### src/rtl/mux_arbitro_rr_pkg.sv
// Shared constants for the mux_arbitro_rr channel multiplexer.
// The mode encodings are used by the top level and by the testbench.
package mux_pkg;

    localparam logic MODE_FIXED = 1'b0;
    localparam logic MODE_RR    = 1'b1;

endpackage

### src/rtl/mux_arbitro_rr_arbiter.sv
// Purely combinational round-robin arbiter.
// It scans req starting at ptr and wraps modulo N.
module rr_arbiter #(
    parameter int N    = 4,
    parameter int SELW = $clog2(N)
) (
    input  logic [N-1:0]    req,
    input  logic [SELW-1:0] ptr,
    output logic [SELW-1:0] grant,
    output logic            grant_valid
);

    logic w_found;

    // The first requester at or after ptr wins; later matches are ignored.
    always_comb begin
        grant       = '0;
        grant_valid = |req;
        w_found     = 1'b0;
        for (int k = 0; k < N; k++) begin
            if (!w_found && req[(int'(ptr) + k) % N]) begin
                grant   = SELW'((int'(ptr) + k) % N);
                w_found = 1'b1;
            end
        end
    end

endmodule

### src/rtl/mux_arbitro_rr.sv
// N-to-1 data multiplexer with one output register and fixed or round-robin selection.
// Defining MUX_ARBITRO_RR_PARITY_EN adds an even-parity output, out_par, that is registered with out_data.
module mux_arbitro_rr
    import mux_pkg::*;
#(
    parameter int WIDTH = 8,
    parameter int N     = 4,
    parameter int SELW  = $clog2(N)
) (
    input  logic               clk,
    input  logic               rst,
    input  logic [N*WIDTH-1:0] in_data,
    input  logic [N-1:0]       in_valid,
    output logic [N-1:0]       in_ready,
    input  logic               mode,
    input  logic [SELW-1:0]    sel,
    output logic [WIDTH-1:0]   out_data,
    output logic [SELW-1:0]    out_ch,
    output logic               out_valid,
    input  logic               out_ready
`ifdef MUX_ARBITRO_RR_PARITY_EN
    ,
    output logic               out_par
`endif
);

    logic [SELW-1:0]  r_ptr;
    logic [WIDTH-1:0] r_outData;
    logic [SELW-1:0]  r_outCh;
    logic             r_outValid;

    logic [SELW-1:0]  w_rrGrant;
    logic             w_rrValid;
    logic [SELW-1:0]  w_grant;
    logic             w_grantValid;
    logic             w_load;
    logic             w_transfer;
    logic [WIDTH-1:0] w_selData;

    rr_arbiter #(
        .N    (N),
        .SELW (SELW)
    ) u_rr_arbiter (
        .req         (in_valid),
        .ptr         (r_ptr),
        .grant       (w_rrGrant),
        .grant_valid (w_rrValid)
    );

    // An out-of-range sel in fixed mode produces no grant.
    always_comb begin
        w_grant      = '0;
        w_grantValid = 1'b0;
        if (mode == MODE_RR) begin
            w_grant      = w_rrGrant;
            w_grantValid = w_rrValid;
        end else if (int'(sel) < N) begin
            w_grant      = sel;
            w_grantValid = in_valid[sel];
        end
    end

    assign w_load     = !r_outValid || out_ready;
    assign w_transfer = w_load && w_grantValid;
    assign w_selData  = in_data[int'(w_grant)*WIDTH +: WIDTH];

    always_comb begin
        in_ready = '0;
        if (!rst && w_transfer) begin
            in_ready[w_grant] = 1'b1;
        end
    end

    // The pointer moves only on round-robin transfers, so fixed-mode traffic leaves the rotation untouched.
    always_ff @(posedge clk or posedge rst) begin
        if (rst) begin
            r_ptr      <= '0;
            r_outData  <= '0;
            r_outCh    <= '0;
            r_outValid <= 1'b0;
        end else if (w_load) begin
            if (w_grantValid) begin
                r_outData  <= w_selData;
                r_outCh    <= w_grant;
                r_outValid <= 1'b1;
                if (mode == MODE_RR) begin
                    r_ptr <= (int'(w_grant) == N-1) ? '0 : w_grant + SELW'(1);
                end
            end else begin
                r_outValid <= 1'b0;
            end
        end
    end

`ifdef MUX_ARBITRO_RR_PARITY_EN
    logic r_outPar;

    always_ff @(posedge clk or posedge rst) begin
        if (rst) begin
            r_outPar <= 1'b0;
        end else if (w_transfer) begin
            r_outPar <= ^w_selData;
        end
    end

    assign out_par = r_outPar;
`endif

    assign out_data  = r_outData;
    assign out_ch    = r_outCh;
    assign out_valid = r_outValid;

endmodule

### config.mk
export PLATFORM = sky130hd
export DESIGN_NAME = mux_arbitro_rr
export DESIGN_NICKNAME = d
export VERILOG_FILES = /design/src/rtl/mux_arbitro_rr_pkg.sv /design/src/rtl/mux_arbitro_rr_arbiter.sv /design/src/rtl/mux_arbitro_rr.sv
export SDC_FILE = /design/constraint.sdc
export NUM_CORES = 1
export LEC_CHECK = 0
export ABC_CLOCK_PERIOD_IN_PS = 6210
export CAP_MARGIN = 25
export CORE_UTILIZATION = 25
export DETAILED_ROUTE_END_ITERATION = 16
export GPL_TIMING_DRIVEN = 0
export PLACE_DENSITY = 0.67
export SLEW_MARGIN = 20
export SYNTH_ARGS = -nofsm -noshare
export SYNTH_HDL_FRONTEND = slang
export SYNTH_HIERARCHICAL = 1
export SYNTH_SLANG_ARGS = --single-unit
### constraint.sdc
create_clock -name clk -period 6.21 [get_ports clk]
set_clock_uncertainty 0.15 [all_clocks]
set_input_delay 0.621 -clock clk [delete_from_list [all_inputs] [get_ports clk]]
set_output_delay 0.621 -clock clk [all_outputs]
set_load 0.005 [all_outputs]
Word-level counts from Yosys, hierarchy flattened --
Cells that the tools add are included. W data, S select, Z words.
Cells by class: reductions and logical operators 18, $lt $le $gt $ge 7, add/subtract/negate cells 4, equality and inequality tests 1, bitwise operators 3, multipliers 0, mux-type cells 27, divide/modulo/power cells 0, shift operators 1
Operators with widths (number):
- $shiftx A32 B6 Y8 | 1
- $mux W1 | 14
- $lt A3 B4 Y1 const B | 3
- $mux W2 | 6
- $bmux W1 S2 | 5
- $lt A2 B3 Y1 const B | 3
- $logic_and A1 B1 Y1 | 6
- $reduce_or A2 Y1 | 3
- $logic_not A1 Y1 | 5
- $add A2 B1 Y2 const B | 2
- $add A2 B2 Y2 const B | 2
- $mux W4 | 1
- $reduce_or A4 Y1 | 1
- $and A1 B1 Y1 const A | 3
- $reduce_and A3 Y1 | 1
- $demux W1 S2 | 1
- $eq A2 B1 Y1 const B | 1
- $ge A2 B1 Y1 const B | 1
- $reduce_and A2 Y1 | 1
- $logic_or A1 B1 Y1 | 1
Word-level totals: memory bits (read-only) 0, latch bits 0, word-level logic and storage cells 65, memories 0, memory bits (writable) 0, input port bits 42, bits in registers 13

Longest topological paths before layout --
Gate-level depths: netlist (run 1).
depth after elaboration 20, depth in mapped cells 9, gate-level depth less buffers 7

By module --
The synthesis (run 1) kept the hierarchy.
By module, submodules not included:
- mux_arbitro_rr | cells each 74, area each 942.2 um2, seq. area each 325.3 um2, times used 1
- rr_arbiter | cells each 15, area each 77.6 um2, seq. area each 0.0 um2, times used 1

Worst setup path before layout (run 1) --
Ideal clock, no wire load.
path type in2out, start input port in_valid[1], end output port in_ready[3], data required time 5.439 ns, path slack 3.477 ns, arrival 1.962 ns, cell stages on the path 9, path buffers 2, cells stage by stage inv_1 -> a221o_1 -> a21oi_1 -> mux2i_1 -> buf_4 -> buf_6 -> inv_1 -> ha_1 -> and3_2
Between the ends: longest elaborated chain between the ends 18
Ends and longest elaborated chain:
- start, declared | line mux_arbitro_rr.sv:13 | input logic [N-1:0] in_valid,
- $bmux W1 S2 | line mux_arbitro_rr_arbiter.sv:21 | if (!w_found && req[(int'(ptr) + k) % N]) begin
- $mux W1 (implied by the code) | line mux_arbitro_rr_arbiter.sv:21
- $mux W1 | line mux_arbitro_rr_arbiter.sv:21
- $logic_not A1 Y1 | line mux_arbitro_rr_arbiter.sv:21
- $logic_and A1 B1 Y1 | line mux_arbitro_rr_arbiter.sv:21
- $mux W1 | line mux_arbitro_rr_arbiter.sv:21
- $logic_not A1 Y1 | line mux_arbitro_rr_arbiter.sv:21
- $logic_and A1 B1 Y1 | line mux_arbitro_rr_arbiter.sv:21
- (+4 left out)
- via w_rrGrant[0] | line mux_arbitro_rr.sv:32 | logic [SELW-1:0] w_rrGrant;
- $mux W2 (*) | line mux_arbitro_rr.sv:54 | if (mode == MODE_RR) begin
- via w_grant[0] | line mux_arbitro_rr.sv:34 | logic [SELW-1:0] w_grant;
- $lt A2 B3 Y1 (implied by the code) or $ge A2 B1 Y1 (tied branches) | line mux_arbitro_rr.sv:70 | in_ready[w_grant] = 1'b1;
- $logic_and A1 B1 Y1 (implied by the code) | line mux_arbitro_rr.sv:70
- $mux W1 (implied by the code) | line mux_arbitro_rr.sv:70
- $demux W1 S2 (*) | line mux_arbitro_rr.sv:70
- $mux W4 (*) | line mux_arbitro_rr.sv:69 | if (!rst && w_transfer) begin
- end, declared | line mux_arbitro_rr.sv:14 | output logic [N-1:0] in_ready,
Mark *: on every way through the listed nets, which the timed path passes. The rest lies on a longest branch. The select of a mux whose other input is x is not followed.

Worst setup path after layout (run 1) --
Same ends and word-level chain as after synthesis.

==> flow_metrics.tcl, run 1 <==
set metrics [dict create \
    cts_buffer_depth 2 \
    root_buffer "clkbuf_8" \
    tightestPinTransition_ps 587.3 \
    wl_mm 2.696 \
    p_clk_frac 0.165 \
    startpoint_type "primary input" \
    clk_pin_slew_ps 60 \
    syn-cell-area_um2 1020 \
    crit_fanout 11 \
    setup_viol 0 \
    regArea_um2 325.3 \
    drive_above_1_share 0.1745 \
    grt_pass1_wl_mm 4.278 \
    irDropWorstVdd_v 0.00009970 \
    hp-class "register to register" \
    whs_ps 354.8 \
    ys_ff_latch 13 \
    diodes 0 \
    p_leak_uw 0.0007825 \
    grt_pass1_vias 949 \
    post_cts_buffers 0 \
    fin_area_um2 1685 \
    num-fill-cells 358 \
    drc 0 \
    synth_seq_area_share 0.3190 \
    die_w_um 65.87 \
    post_cts_resized 0 \
    rr_endpoint "r_ptr[0]" \
    antenna_found_initial 0 \
    vias 917 \
    syn_to_final_growth_pct 65.28 \
    viasPerCell 4.655 \
    yosysWarnings 6 \
    swShare 0.3049 \
    numCtsBuffers 3 \
    grt_setup_unrepaired "no" \
    start_util 0.2684 \
    antenna_left 0 \
    placed_cells 193 \
    path_class "primary input to primary output" \
    fmax_mhz 248.2 \
    min_from "out_data[6]" \
    hold_depth 1 \
    dp_hpwl_mm 2.085 \
    synth_cell_types 25 \
    dpl_cell_area_um2 1640 \
    grt_max_degree 18 \
    p_int_uw 318.7 \
    slowest_stage "clkdlybuf4s50_1" \
    wire_per_inst_um 13.69 \
    grt_util_all_layers 0.1304 \
    synth_fp_nets 135 \
    cellPowerDensity_nw_per_um2 272.0 \
    pwr-share-seq 0.308 \
    grt_overflow 0 \
    r2r_slack_ps 3890 \
    io_pins 57 \
    core_um2 3799 \
    period_share 0.6488 \
    path_cells "clkdlybuf4s50_1 > inv_1 > a221o_1 > a21oi_1 > mux2i_1 > buf_4 > buf_6 > inv_1 > ha_1 > and3_2 > clkdlybuf4s50_1" \
    path_delay_family "buffers and inverters" \
    hold_viol_final 0 \
    cap_violations 0 \
    async_reset_ff_frac 1.000 \
    reg2reg_from "r_ptr[0]" \
    drt_first_pass_iters 4 \
    r2r_cells 8 \
    cts_max_level 1 \
    crit_required_ps 5440 \
    critPathMaxStageDelay_ps 540 \
    fin_cells 197 \
    arrival_ps 3260 \
    holdPathEnd "out_data[6]" \
    clkSinkCount 13 \
    finalSetupTns_ps 0 \
    die_area_um2 4338 \
    drt_iter0_drc 43 \
    gp_congestion 0.6437 \
    pwr-share-comb 0.526 \
    ctsHoldBuffers 0 \
    portBuffers 56 \
    end_kind "primary output" \
    synth_edf_count 0 \
    cts_tree "yes" \
    die_height_um 65.87 \
    multi_input_area_um2 629.4 \
    drv_slew 0 \
    num_rows 22 \
    syn_area_per_cell_um2 11.46 \
    total_power_uw 458.5 \
    critPathBufInv 6 \
    p_sw_uw 139.8 \
    syn-instance-count 89 \
    nNetsFinal 196 \
    status "completed" \
    period_minus_slack_ps 4029 \
    max_slew_margin 0.6081 \
    clk_latency_ps 240 \
    synth_flop_cell "dfrtp_1" \
]
-- how the worst max path moves through the flow --
stage / startpoint / to / slack, ps / cells after the start
after floorplan: in_valid[1] / in_ready[3] / 3480 / 9
after global placement: in_valid[1] / in_ready[3] / 2260 / 11
after detailed placement: in_valid[1] / in_ready[3] / 2190 / 11
after CTS: in_valid[1] / in_ready[3] / 2180 / 11
after global routing: in_valid[1] / in_ready[3] / 2030 / 11
final: in_valid[1] / in_ready[3] / 2180 / 11
-- synth_stat cells, types with 2 or more instances --
library cell / count / area share
a21oi_1: 4 / 0.020
and3_2: 4 / 0.029
buf_6: 2 / 0.022
dfrtp_1: 13 / 0.32
ha_1: 4 / 0.049
inv_1: 7 / 0.026
mux2_2: 5 / 0.055
mux2_4: 6 / 0.088
mux2i_1: 26 / 0.26
nor2_1: 2 / 0.0074
o21ai_0: 2 / 0.0098
-- power by group through the flow --
stage                     combinational [uW]  clock, uW  sequential, uW
final                                    241       75.8             141
after global routing                     262       82.4             147
after detailed placement                 244          0             142
after global placement                   239          0             141
after CTS                                245       78.9             142
after floorplan                          130          0             141
-- worst reg2reg max path, cell delays in order, from the launching register on --
cell	delay [ps]
dfrtp_1	410
o221ai_1	210
a21oi_1	130
mux2i_1	160
buf_4	240
buf_6	210
inv_1	90
ha_1	220
o41ai_1	380
-- cell usage in the layout, fill, tap and decap left out --
| cell | synthesis | final |
|---|---|---|
| nor2_1 | 2 | 2 |
| mux2_2 | 5 | 5 |
| nand3_1 | 1 | 1 |
| nand2_1 | 1 | 1 |
| a21oi_4 | 1 | 1 |
| o221ai_1 | 1 | 1 |
| o21ai_0 | 2 | 2 |
| buf_2 | 1 | 1 |
| dfrtp_1 | 13 | 13 |
| inv_2 | 1 | 1 |
| mux2_4 | 6 | 6 |
| buf_4 | 1 | 1 |
| buf_6 | 2 | 2 |
| clkbuf_1 | 0 | 1 |
| inv_1 | 7 | 7 |
| ha_1 | 4 | 4 |
| nand3b_1 | 1 | 1 |
| and3_2 | 4 | 4 |
| nand2b_1 | 1 | 1 |
| and2b_1 | 1 | 1 |
| a221o_1 | 1 | 1 |
| mux4_2 | 1 | 1 |
| o41ai_1 | 1 | 1 |
| clkdlybuf4s50_1 | 0 | 56 |
| clkbuf_8 | 0 | 3 |
| a21oi_1 | 4 | 4 |
| mux2i_1 | 26 | 26 |
| nand2b_2 | 1 | 1 |
-- cell families (layout without fill, tap and decap cells) --
group | count (synthesis) | count (layout) | share of synthesized area
multiplexers | 38 | 38 | 0.4209
flip-flops | 13 | 13 | 0.3190
AND/OR/NAND/NOR | 12 | 12 | 0.07485
buffers and inverters | 12 | 72 | 0.06380
AO/OA/AOI/OAI | 10 | 10 | 0.07240
adder cells (fa/ha/maj) | 4 | 4 | 0.04908
-- routing by layer --
layer  GRT usage  part of all wire  up-vias
met4     0.04891             0.014        0
met5           0                 0        -
met2      0.2270              0.49       43
li1            -                 -      441
met3     0.02759             0.075        6
met1      0.1548              0.42      427
-- per-stage QoR --
stage | utilization | worst slack (ps)
floorplan | - | 3477
global placement | 0.4318 | 2261
detailed placement | 0.4318 | 2189
CTS | 0.4437 | 2178
global route | 0.4437 | 2029
finish | 0.4437 | 2181
-- final cells by class --
cell class,count,share of cell area
buffer,4,0.02079
clock buffer,4,0.02673
inverter,8,0.01782
multi-input combinational,64,0.3734
sequential,13,0.1930
tap,48,0.03563
timing repair buffer,56,0.3326
-- sequential cells by signal, summed over array words and instances, names as in the netlist --
name,count
out_valid,1
out_ch,2
out_data,8
r_ptr,2
(Power assumes the default switching activity.)
==> inputs of run 2 (changes only) <==
--- a/config.mk
+++ b/config.mk
@@ -5,7 +5,7 @@
 export SDC_FILE = /design/constraint.sdc
 export NUM_CORES = 1
 export LEC_CHECK = 0
-export ABC_CLOCK_PERIOD_IN_PS = 6210
+export ABC_CLOCK_PERIOD_IN_PS = 3750
 export CAP_MARGIN = 25
 export CORE_UTILIZATION = 25
 export DETAILED_ROUTE_END_ITERATION = 16
==> constraint.sdc (replaced) <==
create_clock -name clk -period 3.75 [get_ports clk]
set_clock_uncertainty 0.15 [all_clocks]
set_input_delay 0.375 -clock clk [delete_from_list [all_inputs] [get_ports clk]]
set_output_delay 0.375 -clock clk [all_outputs]
set_load 0.005 [all_outputs]
==> results of run 2 <==
The final DEF is identical to that of run 1. Status: completed.
Main changes from that run: setup slack after placement 2189 ps -> 221.4 ps; setup slack after layout 2181 ps -> 213.0 ps; hold slack 354.8 ps -> 344.9 ps; register-to-register setup slack 3890 ps -> 1430 ps; total power 458.5 uW -> 759.2 uW; worst IR drop on VDD 0.00009970 V -> 0.0001651 V
==> inputs of run 3 (changes only) <==
--- a/config.mk
+++ b/config.mk
@@ -7,12 +7,14 @@
 export LEC_CHECK = 0
 export ABC_CLOCK_PERIOD_IN_PS = 3750
 export CAP_MARGIN = 25
+export CORE_MARGIN = 2
 export CORE_UTILIZATION = 25
 export DETAILED_ROUTE_END_ITERATION = 16
 export GPL_TIMING_DRIVEN = 0
 export PLACE_DENSITY = 0.67
-export SLEW_MARGIN = 20
+export SLEW_MARGIN = 30
 export SYNTH_ARGS = -nofsm -noshare
 export SYNTH_HDL_FRONTEND = slang
 export SYNTH_HIERARCHICAL = 1
 export SYNTH_SLANG_ARGS = --single-unit
+export TNS_END_PERCENT = 30
==> run 3 against run 2 <==
- clock power decreased by 4%
- critical endpoint unchanged
- wire length increased by 0.45%
- non-clock buffer count unchanged
- combinational power about the same
- total power decreased by 0.25%
- global-route usage decreased by 0.92 points
==> flow_metrics.tcl, run 3 (synthesis gave the netlist of run 1 again) <==
set metrics [dict create \
    critPathBufInv 6 \
    cts_buffer_depth 2 \
    numCtsBuffers 3 \
    final.setup.worst_slack_ps 185.5 \
    swShare 0.3031 \
    max_slew_margin 0.6305 \
    gp_congestion 0.6112 \
    drive_above_1_share 0.1745 \
    p_leak_uw 0.0007825 \
    io_pins 57 \
    multi_input_area_um2 629.4 \
    post_cts_resized 0 \
    clkSinkCount 13 \
    path_cells "clkdlybuf4s50_1 > inv_1 > a221o_1 > a21oi_1 > mux2i_1 > buf_4 > buf_6 > inv_1 > ha_1 > and3_2 > clkdlybuf4s50_1" \
    portBuffers 56 \
    die_height_um 67.87 \
    drv_slew 0 \
    cap_violations 0 \
    end_kind "primary output" \
    layout_common_cells "clkdlybuf4s50_1 (56), mux2i_1 (26), dfrtp_1 (13), inv_1 (7), mux2_4 (6)" \
    core_um2 3971 \
    antenna_found_initial 0 \
    drt_iter0_drc 41 \
    arrival_ps 3040 \
    post_cts_buffers 0 \
    utilization 0.4250 \
    crit_fanout 11 \
    drt_first_pass_iters 4 \
    vias 917 \
    wl_mm 2.708 \
    start_util 0.2568 \
    regArea_um2 325.3 \
    grt_overflow 0 \
    irDropWorstVdd_v 0.0001456 \
    dp_hpwl_mm 2.152 \
    finalSetupTns_ps 0 \
    r2r_slack_ps 1460 \
    largest_register_ffs 8 \
    root_buffer "clkbuf_8" \
    antenna_left 0 \
    grt_pass1_wl_mm 4.188 \
    hold_viol_final 0 \
    whs_ps 333.6 \
    wire_per_inst_um 13.61 \
    die_w_um 67.87 \
    p_sw_uw 229.6 \
    status "completed" \
    nNetsFinal 196 \
    num_rows 23 \
    clk_pin_slew_ps 50 \
    tightestPinTransition_ps 553.6 \
    period_share 0.9505 \
    syn_to_final_growth_pct 65.52 \
    hp-class "primary input to asynchronous set/reset pin" \
    drc 0 \
    critPathMaxStageDelay_ps 540 \
    cts_tree "yes" \
    die_area_um2 4606 \
    p_int_uw 527.8 \
    grt_max_degree 18 \
    grt_setup_unrepaired "no" \
    grt_pass1_vias 947 \
    pwr-share-seq 0.309 \
    grt_util_all_layers 0.1212 \
    num-fill-cells 372 \
    crit_required_ps 3220 \
    r2r_cells 8 \
    place_ws_ps 195.6 \
    pwr-share-comb 0.531 \
    slowest_stage "clkdlybuf4s50_1" \
    viasPerCell 4.608 \
    layout_commonest_cell "clkdlybuf4s50_1" \
    p_clk_frac 0.160 \
    reg2reg_from "r_ptr[0]" \
    cellPowerDensity_nw_per_um2 448.7 \
    startpoint_type "primary input" \
    diodes 0 \
    path_delay_family "buffers and inverters" \
    clk_latency_ps 240 \
    period_minus_slack_ps 3565 \
    setup_viol 0 \
    rr_endpoint "r_ptr[1]" \
    path_class "primary input to primary output" \
    fmax_mhz 280.5 \
    ctsHoldBuffers 0 \
    cts_max_level 1 \
]
run 3: metrics by stage:
stage | std cells | total power, uW | cell area (um2)
2_1_floorplan | 89 | 448.5 | 1020
3_3_place_gp | 195 | 631.2 | 1643
3_5_place_dp | 195 | 643.7 | 1643
4_1_cts | 199 | 768.7 | 1688
5_1_grt | 199 | 810.0 | 1688
6_report | 199 | 757.3 | 1688
run 3: power by group through the flow:
stage / Clock (uW) / Sequential, uW / Combinational [uW]
after global placement: 0 / 234 / 397
final: 121 / 234 / 402
after CTS: 125 / 235 / 408
after detailed placement: 0 / 237 / 407
after global routing: 135 / 242 / 434
after floorplan: 0 / 233 / 215
run 3: worst max path at each step:
stage	startpoint	to	slack [ps]	cells past startpoint
after floorplan	in_valid[1]	in_ready[3]	1510	9
after global placement	in_valid[1]	in_ready[3]	300	11
after detailed placement	in_valid[1]	in_ready[3]	200	11
after CTS	in_valid[1]	in_ready[3]	200	11
after global routing	in_valid[1]	in_ready[3]	90	11
final	in_valid[1]	in_ready[3]	190	11
run 3: layer usage:
layer  track usage  wire length, um  vias to the layer above
met5             0                0                        -
met4       0.05000               57                        0
met3       0.02138              240                       10
met2        0.2255             1309                       57
met1        0.1353             1100                      410
li1              -                -                      440
run 3: area by class of cell:
class,count,area share
plain buffers,4,0.02076
flip-flops and latches,13,0.1927
inverters,8,0.01779
multi-input cells,64,0.3729
clock buffers,4,0.02669
well taps,50,0.03706
repair buffers,56,0.3321
